===== config.mk =====
export PLATFORM = sky130hd
export DESIGN_NAME = hazard_ctrl_flat
export DESIGN_NICKNAME = d
export VERILOG_FILES = /design/src/rtl/hazard_ctrl_pkg.sv /design/src/rtl/hazard_ctrl_if.sv /design/src/rtl/hazard_ctrl_perf_cnt.sv /design/src/rtl/hazard_ctrl.sv /design/src/flat_wrapper.sv
export SDC_FILE = /design/constraint.sdc
export NUM_CORES = 1
export LEC_CHECK = 0
export BUFFER_PORTS_ARGS = -buffer_cell sky130_fd_sc_hd__buf_2
export CAP_MARGIN = 15
export CORE_AREA = 2 2 162 85
export CTS_BUF_LIST = sky130_fd_sc_hd__clkbuf_4 sky130_fd_sc_hd__clkbuf_8
export DETAILED_ROUTE_END_ITERATION = 6
export DIE_AREA = 0 0 164 87
export GPL_TIMING_DRIVEN = 1
export PLACE_DENSITY = 0.61
export SLEW_MARGIN = 10
export SYNTH_ARGS = -nofsm -noshare
export SYNTH_HDL_FRONTEND = slang
export SYNTH_SLANG_ARGS = --single-unit

===== constraint.sdc =====
create_clock -name clk -period 2.4 [get_ports clk]
set_clock_uncertainty 0.05 [all_clocks]
set_input_delay 0.36 -clock clk [delete_from_list [all_inputs] [get_ports clk]]
set_output_delay 0.36 -clock clk [all_outputs]
set_load 0.02 [all_outputs]

===== src/rtl/hazard_ctrl_pkg.sv =====
// Shared pipeline definitions for the hazard controller: FSM state encoding,
// counter widths and the load-use detection helper.
package hazard_ctrl_pkg;

    localparam int MD_CNT_W = 4;
    localparam int PERF_W   = 32;

    typedef enum logic {
        RUN     = 1'b0,
        MD_WAIT = 1'b1
    } state_e;

    // A load in EX feeds the instruction in ID; register 0 never creates a dependency.
    function automatic logic is_load_use(
        input logic       exMemread,
        input logic [4:0] exRt,
        input logic [4:0] idRs,
        input logic       idUsesRs,
        input logic [4:0] idRt,
        input logic       idUsesRt
    );
        return exMemread && (exRt != 5'd0) &&
               ((idUsesRs && (idRs == exRt)) || (idUsesRt && (idRt == exRt)));
    endfunction

endpackage


===== src/rtl/hazard_ctrl_if.sv =====
// Pipeline <-> hazard controller bundle. The master side is the hazard unit,
// which observes pipeline status and drives stage enables, bubbles and counters.
interface hazard_ctrl_if
    import hazard_ctrl_pkg::*;
();

    logic [4:0]        id_rs;
    logic [4:0]        id_rt;
    logic              id_uses_rs;
    logic              id_uses_rt;
    logic              ex_memread;
    logic [4:0]        ex_rt;
    logic              ex_redirect;
    logic              ex_md_start;
    logic              mem_req;
    logic              dmem_ready;
    logic              perf_clr;

    logic              pc_write;
    logic              ifid_write;
    logic              idex_write;
    logic              exmem_write;
    logic              ifid_flush;
    logic              idex_flush;
    logic              exmem_flush;
    logic              memwb_flush;
    logic              md_done;
    logic [PERF_W-1:0] stall_cycles;
    logic [PERF_W-1:0] flush_count;

    modport master (
        input  id_rs, id_rt, id_uses_rs, id_uses_rt, ex_memread, ex_rt,
               ex_redirect, ex_md_start, mem_req, dmem_ready, perf_clr,
        output pc_write, ifid_write, idex_write, exmem_write,
               ifid_flush, idex_flush, exmem_flush, memwb_flush,
               md_done, stall_cycles, flush_count
    );

    modport slave (
        output id_rs, id_rt, id_uses_rs, id_uses_rt, ex_memread, ex_rt,
               ex_redirect, ex_md_start, mem_req, dmem_ready, perf_clr,
        input  pc_write, ifid_write, idex_write, exmem_write,
               ifid_flush, idex_flush, exmem_flush, memwb_flush,
               md_done, stall_cycles, flush_count
    );

endinterface


===== src/rtl/hazard_ctrl_perf_cnt.sv =====
// Free-running performance counter with synchronous clear; wraps naturally.
module perf_cnt
    import hazard_ctrl_pkg::*;
(
    input  logic              clk,
    input  logic              rst,
    input  logic              clr_i,
    input  logic              en_i,
    output logic [PERF_W-1:0] count_o
);

    logic [PERF_W-1:0] count_q;
    logic [PERF_W-1:0] count_d;

    // Clear wins over a same-cycle increment so software sees a clean zero.
    always_comb begin
        count_d = count_q;
        if (clr_i) begin
            count_d = '0;
        end else if (en_i) begin
            count_d = count_q + PERF_W'(1);
        end
    end

    // Counter register.
    always_ff @(posedge clk) begin
        if (rst) begin
            count_q <= '0;
        end else begin
            count_q <= count_d;
        end
    end

    assign count_o = count_q;

endmodule


===== src/rtl/hazard_ctrl.sv =====
// Pipeline hazard controller: load-use interlock, branch redirect flushes,
// data-memory wait stalls and a fixed-latency mult/div freeze, plus two
// performance counters (stalled cycles, redirects taken).
module hazard_ctrl
    import hazard_ctrl_pkg::*;
#(
    parameter int MD_LAT = 4
)
(
    input  logic          clk,
    input  logic          rst,
    hazard_ctrl_if.master bus
);

    // The cycle in RUN that sees ex_md_start and the final md_done cycle are
    // both part of the occupancy, so the wait counter starts two short.
    localparam logic [MD_CNT_W-1:0] MD_CNT_INIT = MD_CNT_W'(MD_LAT - 2);

    state_e              state_q;
    state_e              state_d;
    logic [MD_CNT_W-1:0] mdCnt_q;
    logic [MD_CNT_W-1:0] mdCnt_d;

    logic loadUse;
    logic dmemStall;
    logic redirectTaken;
    logic stallEn;

    logic pcWrite;
    logic ifidWrite;
    logic idexWrite;
    logic exmemWrite;
    logic ifidFlush;
    logic idexFlush;
    logic exmemFlush;
    logic memwbFlush;
    logic mdDone;

    assign loadUse   = is_load_use(bus.ex_memread, bus.ex_rt, bus.id_rs,
                                   bus.id_uses_rs, bus.id_rt, bus.id_uses_rt);
    assign dmemStall = bus.mem_req & ~bus.dmem_ready;

    // Stage controls by priority: reset, memory wait, mult/div, redirect, load-use.
    always_comb begin
        pcWrite       = 1'b1;
        ifidWrite     = 1'b1;
        idexWrite     = 1'b1;
        exmemWrite    = 1'b1;
        ifidFlush     = 1'b0;
        idexFlush     = 1'b0;
        exmemFlush    = 1'b0;
        memwbFlush    = 1'b0;
        mdDone        = 1'b0;
        redirectTaken = 1'b0;
        if (rst) begin
            pcWrite    = 1'b0;
            ifidWrite  = 1'b0;
            idexWrite  = 1'b0;
            exmemWrite = 1'b0;
        end else if (dmemStall) begin
            pcWrite    = 1'b0;
            ifidWrite  = 1'b0;
            idexWrite  = 1'b0;
            exmemWrite = 1'b0;
            memwbFlush = 1'b1;
        end else if (state_q == RUN) begin
            if (bus.ex_md_start) begin
                pcWrite    = 1'b0;
                ifidWrite  = 1'b0;
                idexWrite  = 1'b0;
                exmemFlush = 1'b1;
            end else if (bus.ex_redirect) begin
                ifidFlush     = 1'b1;
                idexFlush     = 1'b1;
                redirectTaken = 1'b1;
            end else if (loadUse) begin
                pcWrite   = 1'b0;
                ifidWrite = 1'b0;
                idexFlush = 1'b1;
            end
        end else if (mdCnt_q != '0) begin
            pcWrite    = 1'b0;
            ifidWrite  = 1'b0;
            idexWrite  = 1'b0;
            exmemFlush = 1'b1;
        end else begin
            mdDone = 1'b1;
        end
    end

    // Next state: the wait counter runs down even while memory stalls, but
    // the wait only ends once memory is also free.
    always_comb begin
        state_d = state_q;
        mdCnt_d = mdCnt_q;
        case (state_q)
            RUN: begin
                if (bus.ex_md_start && !dmemStall) begin
                    state_d = MD_WAIT;
                    mdCnt_d = MD_CNT_INIT;
                end
            end
            MD_WAIT: begin
                if (mdCnt_q != '0) begin
                    mdCnt_d = mdCnt_q - MD_CNT_W'(1);
                end else if (!dmemStall) begin
                    state_d = RUN;
                end
            end
            default: begin
                state_d = RUN;
                mdCnt_d = '0;
            end
        endcase
    end

    // State and wait-counter registers; reset abandons any wait in progress.
    always_ff @(posedge clk) begin
        if (rst) begin
            state_q <= RUN;
            mdCnt_q <= '0;
        end else begin
            state_q <= state_d;
            mdCnt_q <= mdCnt_d;
        end
    end

    assign stallEn = ~rst & ~pcWrite;

    perf_cnt uStallCnt (
        .clk     (clk),
        .rst     (rst),
        .clr_i   (bus.perf_clr),
        .en_i    (stallEn),
        .count_o (bus.stall_cycles)
    );

    perf_cnt uFlushCnt (
        .clk     (clk),
        .rst     (rst),
        .clr_i   (bus.perf_clr),
        .en_i    (redirectTaken),
        .count_o (bus.flush_count)
    );

    assign bus.pc_write    = pcWrite;
    assign bus.ifid_write  = ifidWrite;
    assign bus.idex_write  = idexWrite;
    assign bus.exmem_write = exmemWrite;
    assign bus.ifid_flush  = ifidFlush;
    assign bus.idex_flush  = idexFlush;
    assign bus.exmem_flush = exmemFlush;
    assign bus.memwb_flush = memwbFlush;
    assign bus.md_done     = mdDone;

endmodule


===== src/flat_wrapper.sv =====
// flat-port wrapper written by rule: the top's interface ports become plain ports
module hazard_ctrl_flat import hazard_ctrl_pkg::*;
#(
    parameter int MD_LAT = 4
)
  (clk, rst, bus_id_rs, bus_id_rt, bus_id_uses_rs, bus_id_uses_rt, bus_ex_memread, bus_ex_rt, bus_ex_redirect, bus_ex_md_start, bus_mem_req, bus_dmem_ready, bus_perf_clr, bus_pc_write, bus_ifid_write, bus_idex_write, bus_exmem_write, bus_ifid_flush, bus_idex_flush, bus_exmem_flush, bus_memwb_flush, bus_md_done, bus_stall_cycles, bus_flush_count);
  hazard_ctrl_if bus_i ();
  input  logic clk;
  input  logic rst;
  input wire logic [$bits(bus_i.id_rs)-1:0] bus_id_rs;
  input wire logic [$bits(bus_i.id_rt)-1:0] bus_id_rt;
  input wire logic [$bits(bus_i.id_uses_rs)-1:0] bus_id_uses_rs;
  input wire logic [$bits(bus_i.id_uses_rt)-1:0] bus_id_uses_rt;
  input wire logic [$bits(bus_i.ex_memread)-1:0] bus_ex_memread;
  input wire logic [$bits(bus_i.ex_rt)-1:0] bus_ex_rt;
  input wire logic [$bits(bus_i.ex_redirect)-1:0] bus_ex_redirect;
  input wire logic [$bits(bus_i.ex_md_start)-1:0] bus_ex_md_start;
  input wire logic [$bits(bus_i.mem_req)-1:0] bus_mem_req;
  input wire logic [$bits(bus_i.dmem_ready)-1:0] bus_dmem_ready;
  input wire logic [$bits(bus_i.perf_clr)-1:0] bus_perf_clr;
  output wire logic [$bits(bus_i.pc_write)-1:0] bus_pc_write;
  output wire logic [$bits(bus_i.ifid_write)-1:0] bus_ifid_write;
  output wire logic [$bits(bus_i.idex_write)-1:0] bus_idex_write;
  output wire logic [$bits(bus_i.exmem_write)-1:0] bus_exmem_write;
  output wire logic [$bits(bus_i.ifid_flush)-1:0] bus_ifid_flush;
  output wire logic [$bits(bus_i.idex_flush)-1:0] bus_idex_flush;
  output wire logic [$bits(bus_i.exmem_flush)-1:0] bus_exmem_flush;
  output wire logic [$bits(bus_i.memwb_flush)-1:0] bus_memwb_flush;
  output wire logic [$bits(bus_i.md_done)-1:0] bus_md_done;
  output wire logic [$bits(bus_i.stall_cycles)-1:0] bus_stall_cycles;
  output wire logic [$bits(bus_i.flush_count)-1:0] bus_flush_count;
  assign bus_i.id_rs = bus_id_rs;
  assign bus_i.id_rt = bus_id_rt;
  assign bus_i.id_uses_rs = bus_id_uses_rs;
  assign bus_i.id_uses_rt = bus_id_uses_rt;
  assign bus_i.ex_memread = bus_ex_memread;
  assign bus_i.ex_rt = bus_ex_rt;
  assign bus_i.ex_redirect = bus_ex_redirect;
  assign bus_i.ex_md_start = bus_ex_md_start;
  assign bus_i.mem_req = bus_mem_req;
  assign bus_i.dmem_ready = bus_dmem_ready;
  assign bus_i.perf_clr = bus_perf_clr;
  assign bus_pc_write = bus_i.pc_write;
  assign bus_ifid_write = bus_i.ifid_write;
  assign bus_idex_write = bus_i.idex_write;
  assign bus_exmem_write = bus_i.exmem_write;
  assign bus_ifid_flush = bus_i.ifid_flush;
  assign bus_idex_flush = bus_i.idex_flush;
  assign bus_exmem_flush = bus_i.exmem_flush;
  assign bus_memwb_flush = bus_i.memwb_flush;
  assign bus_md_done = bus_i.md_done;
  assign bus_stall_cycles = bus_i.stall_cycles;
  assign bus_flush_count = bus_i.flush_count;
  hazard_ctrl #(.MD_LAT(MD_LAT)) u_core (.clk(clk), .rst(rst), .bus(bus_i));
endmodule

### After elaboration in Yosys (flattened, before gate mapping)

Index checks and enable logic that the tools add are counted.

| word-level totals | value |
|---|---|
| flip-flop bits (word level) | 69 |
| logic and storage cells | 68 |

| operators by class | value |
|---|---|
| $add $sub $neg | 3 |
| eq/ne operators | 4 |
| mux-type cells | 40 |
| bitwise gates (word level) | 6 |
| reductions and logical operators | 11 |

Operator list:

| operator | number |
|---|---|
| $add 32x1->32 const B | 2 |
| $mux 1 | 36 |
| $eq 5x5->1 | 2 |
| $mux 4 | 2 |
| $pmux 4 s2 | 1 |
| $logic_and 1x1->1 | 5 |
| $reduce_bool 5->1 | 1 |
| $ne 2x2->1 const B | 2 |
| $not 1->1 | 4 |
| $reduce_bool 4->1 | 1 |
| $sub 4x1->4 const B | 1 |
| $and 1x1->1 | 2 |
| $pmux 1 s2 | 1 |
| $reduce_and 2->1 | 1 |
| $reduce_or 2->1 | 1 |
| $logic_not 1->1 | 1 |
| $logic_or 1x1->1 | 1 |

### Logic depth before layout (Yosys ltp)

| depth | value |
|---|---|
| depth in word-level cells | 12 |
| depth in mapped cells | 10 |

### Modules after synthesis

From an unflattened synthesis, not the netlist that was laid out.

| second synthesis, totals | value |
|---|---|
| cell total of the unflattened synthesis | 405 |
| area total of the unflattened synthesis | 3540.9 um^2 |

By module, submodules not included:

| module | times used | cells each | area each (um^2) |
|---|---|---|---|
| perf_cnt at u_core.uFlushCnt | 1 | 173 | 1560.2 |
| perf_cnt at u_core.uStallCnt | 1 | 167 | 1455.1 |
| hazard_ctrl | 1 | 65 | 525.5 |

### Least setup slack after synthesis

Ideal clock, no wire load.

| timing path | value |
|---|---|
| path kind | input -> output |
| start | input port bus_ex_rt[0] |
| end | output port bus_pc_write |
| arrival time | 1898 ps |
| data required time | 1990 ps |
| slack | 92 ps |
| stages on the path | 5 |
| path buffers | 1 |
| cell sequence | or4_1 o21ai_0 nor2b_1 a31oi_1 buf_4 |

| on the way | value |
|---|---|
| word-level cells in the longest chain between the ends | 10 |
| elaborated cells between the ends (all ways) | 14 |

RTL lines:

| item | RTL line | RTL |
|---|---|---|
| start, declared | flat_wrapper.sv:15 | `input wire logic [$bits(bus_i.ex_rt)-1:0] bus_ex_rt;` |
| $eq 5x5->1 | hazard_ctrl_pkg.sv:23 | `((idUsesRs && (idRs == exRt)) \|\| (idUsesRt && (idRt == exRt)));` |
| $logic_and 1x1->1 | hazard_ctrl_pkg.sv:23 |  |
| $logic_or 1x1->1 | hazard_ctrl_pkg.sv:23 |  |
| $logic_and 1x1->1 * | hazard_ctrl_pkg.sv:22 | `return exMemread && (exRt != 5'd0) &&` |
| $mux 1 * (6 in series) | -- |  |
| end, declared | flat_wrapper.sv:21 | `output wire logic [$bits(bus_i.pc_write)-1:0] bus_pc_write;` |

Mark *: on every way between the ends. The rest lies on a longest branch, timed or not.

### Worst setup path after layout

| timing path | value |
|---|---|
| start | register u_core.mdCnt_q[0] |
| end | output port bus_ifid_write |

| on the way | value |
|---|---|
| word-level cells in the longest chain between the ends | 5 |

RTL lines:

| item | RTL line | RTL |
|---|---|---|
| start, declared | hazard_ctrl.sv:21 | `logic [MD_CNT_W-1:0] mdCnt_q;` |
| start signal, assigned | hazard_ctrl.sv:124 | `mdCnt_q <= mdCnt_d;` |
| $reduce_bool 4->1 | hazard_ctrl.sv:81 | `end else if (mdCnt_q != '0) begin` |
| $mux 1 | hazard_ctrl.sv:81 |  |
| $mux 1 | hazard_ctrl.sv:66 | `end else if (state_q == RUN) begin` |
| $mux 1 | hazard_ctrl.sv:60 | `end else if (dmemStall) begin` |
| $mux 1 | hazard_ctrl.sv:55 | `if (rst) begin` |
| end, declared | flat_wrapper.sv:22 | `output wire logic [$bits(bus_i.ifid_write)-1:0] bus_ifid_write;` |

Every way passes these cells.

==> run summary <==
outcome: completed
ratio of cells with drive above 1 in the final layout: 25.8%
global-route wire length before repair: 18200 um
Post-Syn Area: 3760 um2
R2R depth: 6
FFs w/ async S/R, synth: 0%
Core Box Area: 13000 um2
drt drc: 0
clk buf depth: 2
wire per inst: 15.1 um
non-filler instance count after layout: 745
commonest non-fill, non-tap cell in the layout: buf_2
Top FF cell, synth: dfxtp_1
PD cells: 514 nW/um2
gr ovfl total: 0
worst-path fanout max: 4
WL final: 11300 um
depth of the CTS H-tree: 3
syn avg cell area: 8.15 um2
port bufs: 97
Worst-Skew Late Latency: 360 ps
most frequent cells in the layout: 97 x buf_2, 69 x dfxtp_1, 51 x nand2_1
CTS tree: yes
met2 usage: 23.1%
Clk pwr share: 43.6%
Row Count: 30
Reg power frac: 47.5%
slowest CP cell: dfxtp_1
Max VDD drop: 208 uV
Crit Path Category: flop to output port
Final period util: 93.7%
Initial Utilization: 28.8%
Leakage: 1.86 nW
Yosys warning total: 0
final worst path period need: 2250 ps
number of global-route vias before repair: 3567
Root Driver: clkbuf_8
Data required, critical path: 1990 ps
Setup Viol. Count Final: 0
Min Hold Slack: 275 ps
unrepaired setup endpoints after global routing: yes
nets: 593
Inserted Diodes: 0
reg-to-reg endpoint: u_core.uStallCnt.count_o[31]
CTS Sinks: 69
first-iteration detailed-routing DRC count: 195
Reg clk slew, reported paths: 80 ps
Least-Margin Pin Slew: 747 ps
switching power: 0.614 mW
Die ar.: 14300 um2
synthesized flop and latch total: 69
Num CTS Buffers: 9
Max-Cap Viols: 0
RePlAce Congestion: 0.754
Worst Hold Path EP: u_core.state_q
WHS Path Cells: 3
relative slew slack: 50.1%
P_int: 1.83 mW
antenna-violating nets left: 0
R2R Setup Slk: 190 ps
Worst setup SP type: flop
largest net degree at the start of global routing: 41
GRT met3 Usage: 5.90%
dpl hpwl: 8390 um
Area Overhead vs Synth: 26.6%
number of flops mapped to enable cells by yosys: 0
DP Cell Count: 728
Worst setup EP type: output port
CTS Hold Bufs: 0
Die Wd: 164 um
hold path start: bus_ex_md_start
Post-Syn Nets: 490
Slew Limit Fails: 0
critical path data arrival time: 1840 ps
filler cell count in the final layout: 1367
TritonRoute pass-1 iters: 4
vias: 3822
busiest metal layer after global routing: met1
I/O pin cnt: 98
via/cell ratio: 5.13
combinational share of power: 8.9%
maximum clock frequency: 445 MHz
final hold vios: 0
Sw Ratio: 25.1%
GRT Overall Usage: 16.3%
initial antenna violation count: 0
worst path cell trace: inv_1 -> ha_1 -> nand4bb_1 -> o21ai_1 -> buf_4 -> nand2_1 -> a31oi_2 -> buf_2
CP peak stage delay: 350 ps
Hold Path Class: input port to flop
Worst R2R Start: u_core.uStallCnt.count_o[9]
Die Span Y: 87 um
met1 GRT Util: 23.2%
Gate Count Post-Synth: 461
register area share after synthesis: 36.8%
Cell variety after synth: 48
[sequential cells by signal (all words and copies together), names as in the netlist]
signal                    flops
u_core.state_q                1
u_core.uFlushCnt.count_o     32
u_core.mdCnt_q                4
u_core.uStallCnt.count_o     32
[per-stage QoR]
stage               utilization, %  total power [mW]  worst slack (ps)  cell area [um2]  TNS [ps]
finish                        36.5              2.45               152             4760         0
global route                  36.5              2.55             -13.3             4760     -24.6
CTS                           36.4              2.47              6.35             4740         0
detailed placement            34.7              1.40              50.4             4520         0
global placement              34.7              1.39               139             4520         0
floorplan                        -              1.32              91.5             3760         0
[what timing repair did]
action / in CTS / in global routing
buffers inserted: 0 / 1
setup endpoints to repair: 0 / 3
gates resized for setup: 0 / 3
[routing by layer]
layer	vias up	routed length (um)	share of wire [%]
met5	-	0	0
li1	1870	-	-
met1	1824	5580	49
met2	118	4720	42
met3	10	884	7.8
met4	0	97	0.86
[power groups by stage]
stage / combinational (mW) / sequential [mW] / clock (mW)
floorplan: 0.128 / 1.19 / 0
global placement: 0.205 / 1.19 / 0
detailed placement: 0.213 / 1.19 / 0
CTS: 0.215 / 1.16 / 1.10
global route: 0.241 / 1.16 / 1.14
finish: 0.217 / 1.16 / 1.07
[final cells by class]
type | count | area [um2] | area share, %
Clock inverter | 6 | 87.6 | 1.84
Multi-Input combinational cell | 355 | 2230 | 46.8
Sequential cell | 69 | 1380 | 29.0
Tap cell | 176 | 220 | 4.63
Timing Repair Buffer | 118 | 668 | 14.0
Inverter | 11 | 41.3 | 0.868
Clock buffer | 10 | 131 | 2.76
[cells by family after synthesis]
logic type,Yosys count,share of synthesized area (%)
compound gates,92,16.5
xor+xnor,38,8.86
fa+ha+maj,4,1.33
buf+inv,37,4.23
flops,69,36.8
mux,10,2.66
simple gates,211,29.6
[Yosys cell counts, drive strengths merged (5+ instances only)]
cell type / number / area, um2
dfxtp: 69 / 1380
and3: 9 / 57.6
nand3: 28 / 140
nand2: 51 / 191
xnor2: 28 / 245
xor2: 10 / 87.6
nor4: 9 / 98.8
a2111o: 16 / 180
a21oi: 30 / 150
o21ai: 26 / 130
inv: 11 / 41.3
buf: 8 / 50.1
mux2i: 10 / 100
or3: 12 / 75.1
nand4: 21 / 146
nor2: 50 / 188
clkbuf: 18 / 67.6
nor3: 14 / 81.3
and4: 5 / 43.8
[worst max-delay path, delay by kind of cell (launching register included)]
kind	cells	cell delay, ps
flip-flops	1	350
adder cells (fa/ha/maj)	1	200
buffers and inverters	3	430
AND/OR/NAND/NOR	2	210
AO/OA/AOI/OAI	2	290
[how the worst max path moves through the flow]
| stage | start | endpoint | slack (ps) | cells past startpoint |
|---|---|---|---|---|
| floorplan | bus_ex_rt[0] | bus_pc_write | 90 | 5 |
| detailed placement | bus_ex_rt[0] | bus_pc_write | 50 | 6 |
| CTS | u_core.mdCnt_q[0] | bus_pc_write | 6 | 8 |
| finish | u_core.mdCnt_q[0] | bus_ifid_write | 150 | 8 |
| global route | u_core.mdCnt_q[1] | bus_pc_write | -10 | 8 |
| global placement | bus_ex_rt[0] | bus_ifid_write | 140 | 6 |
Power figures use the tool's default switching activity.
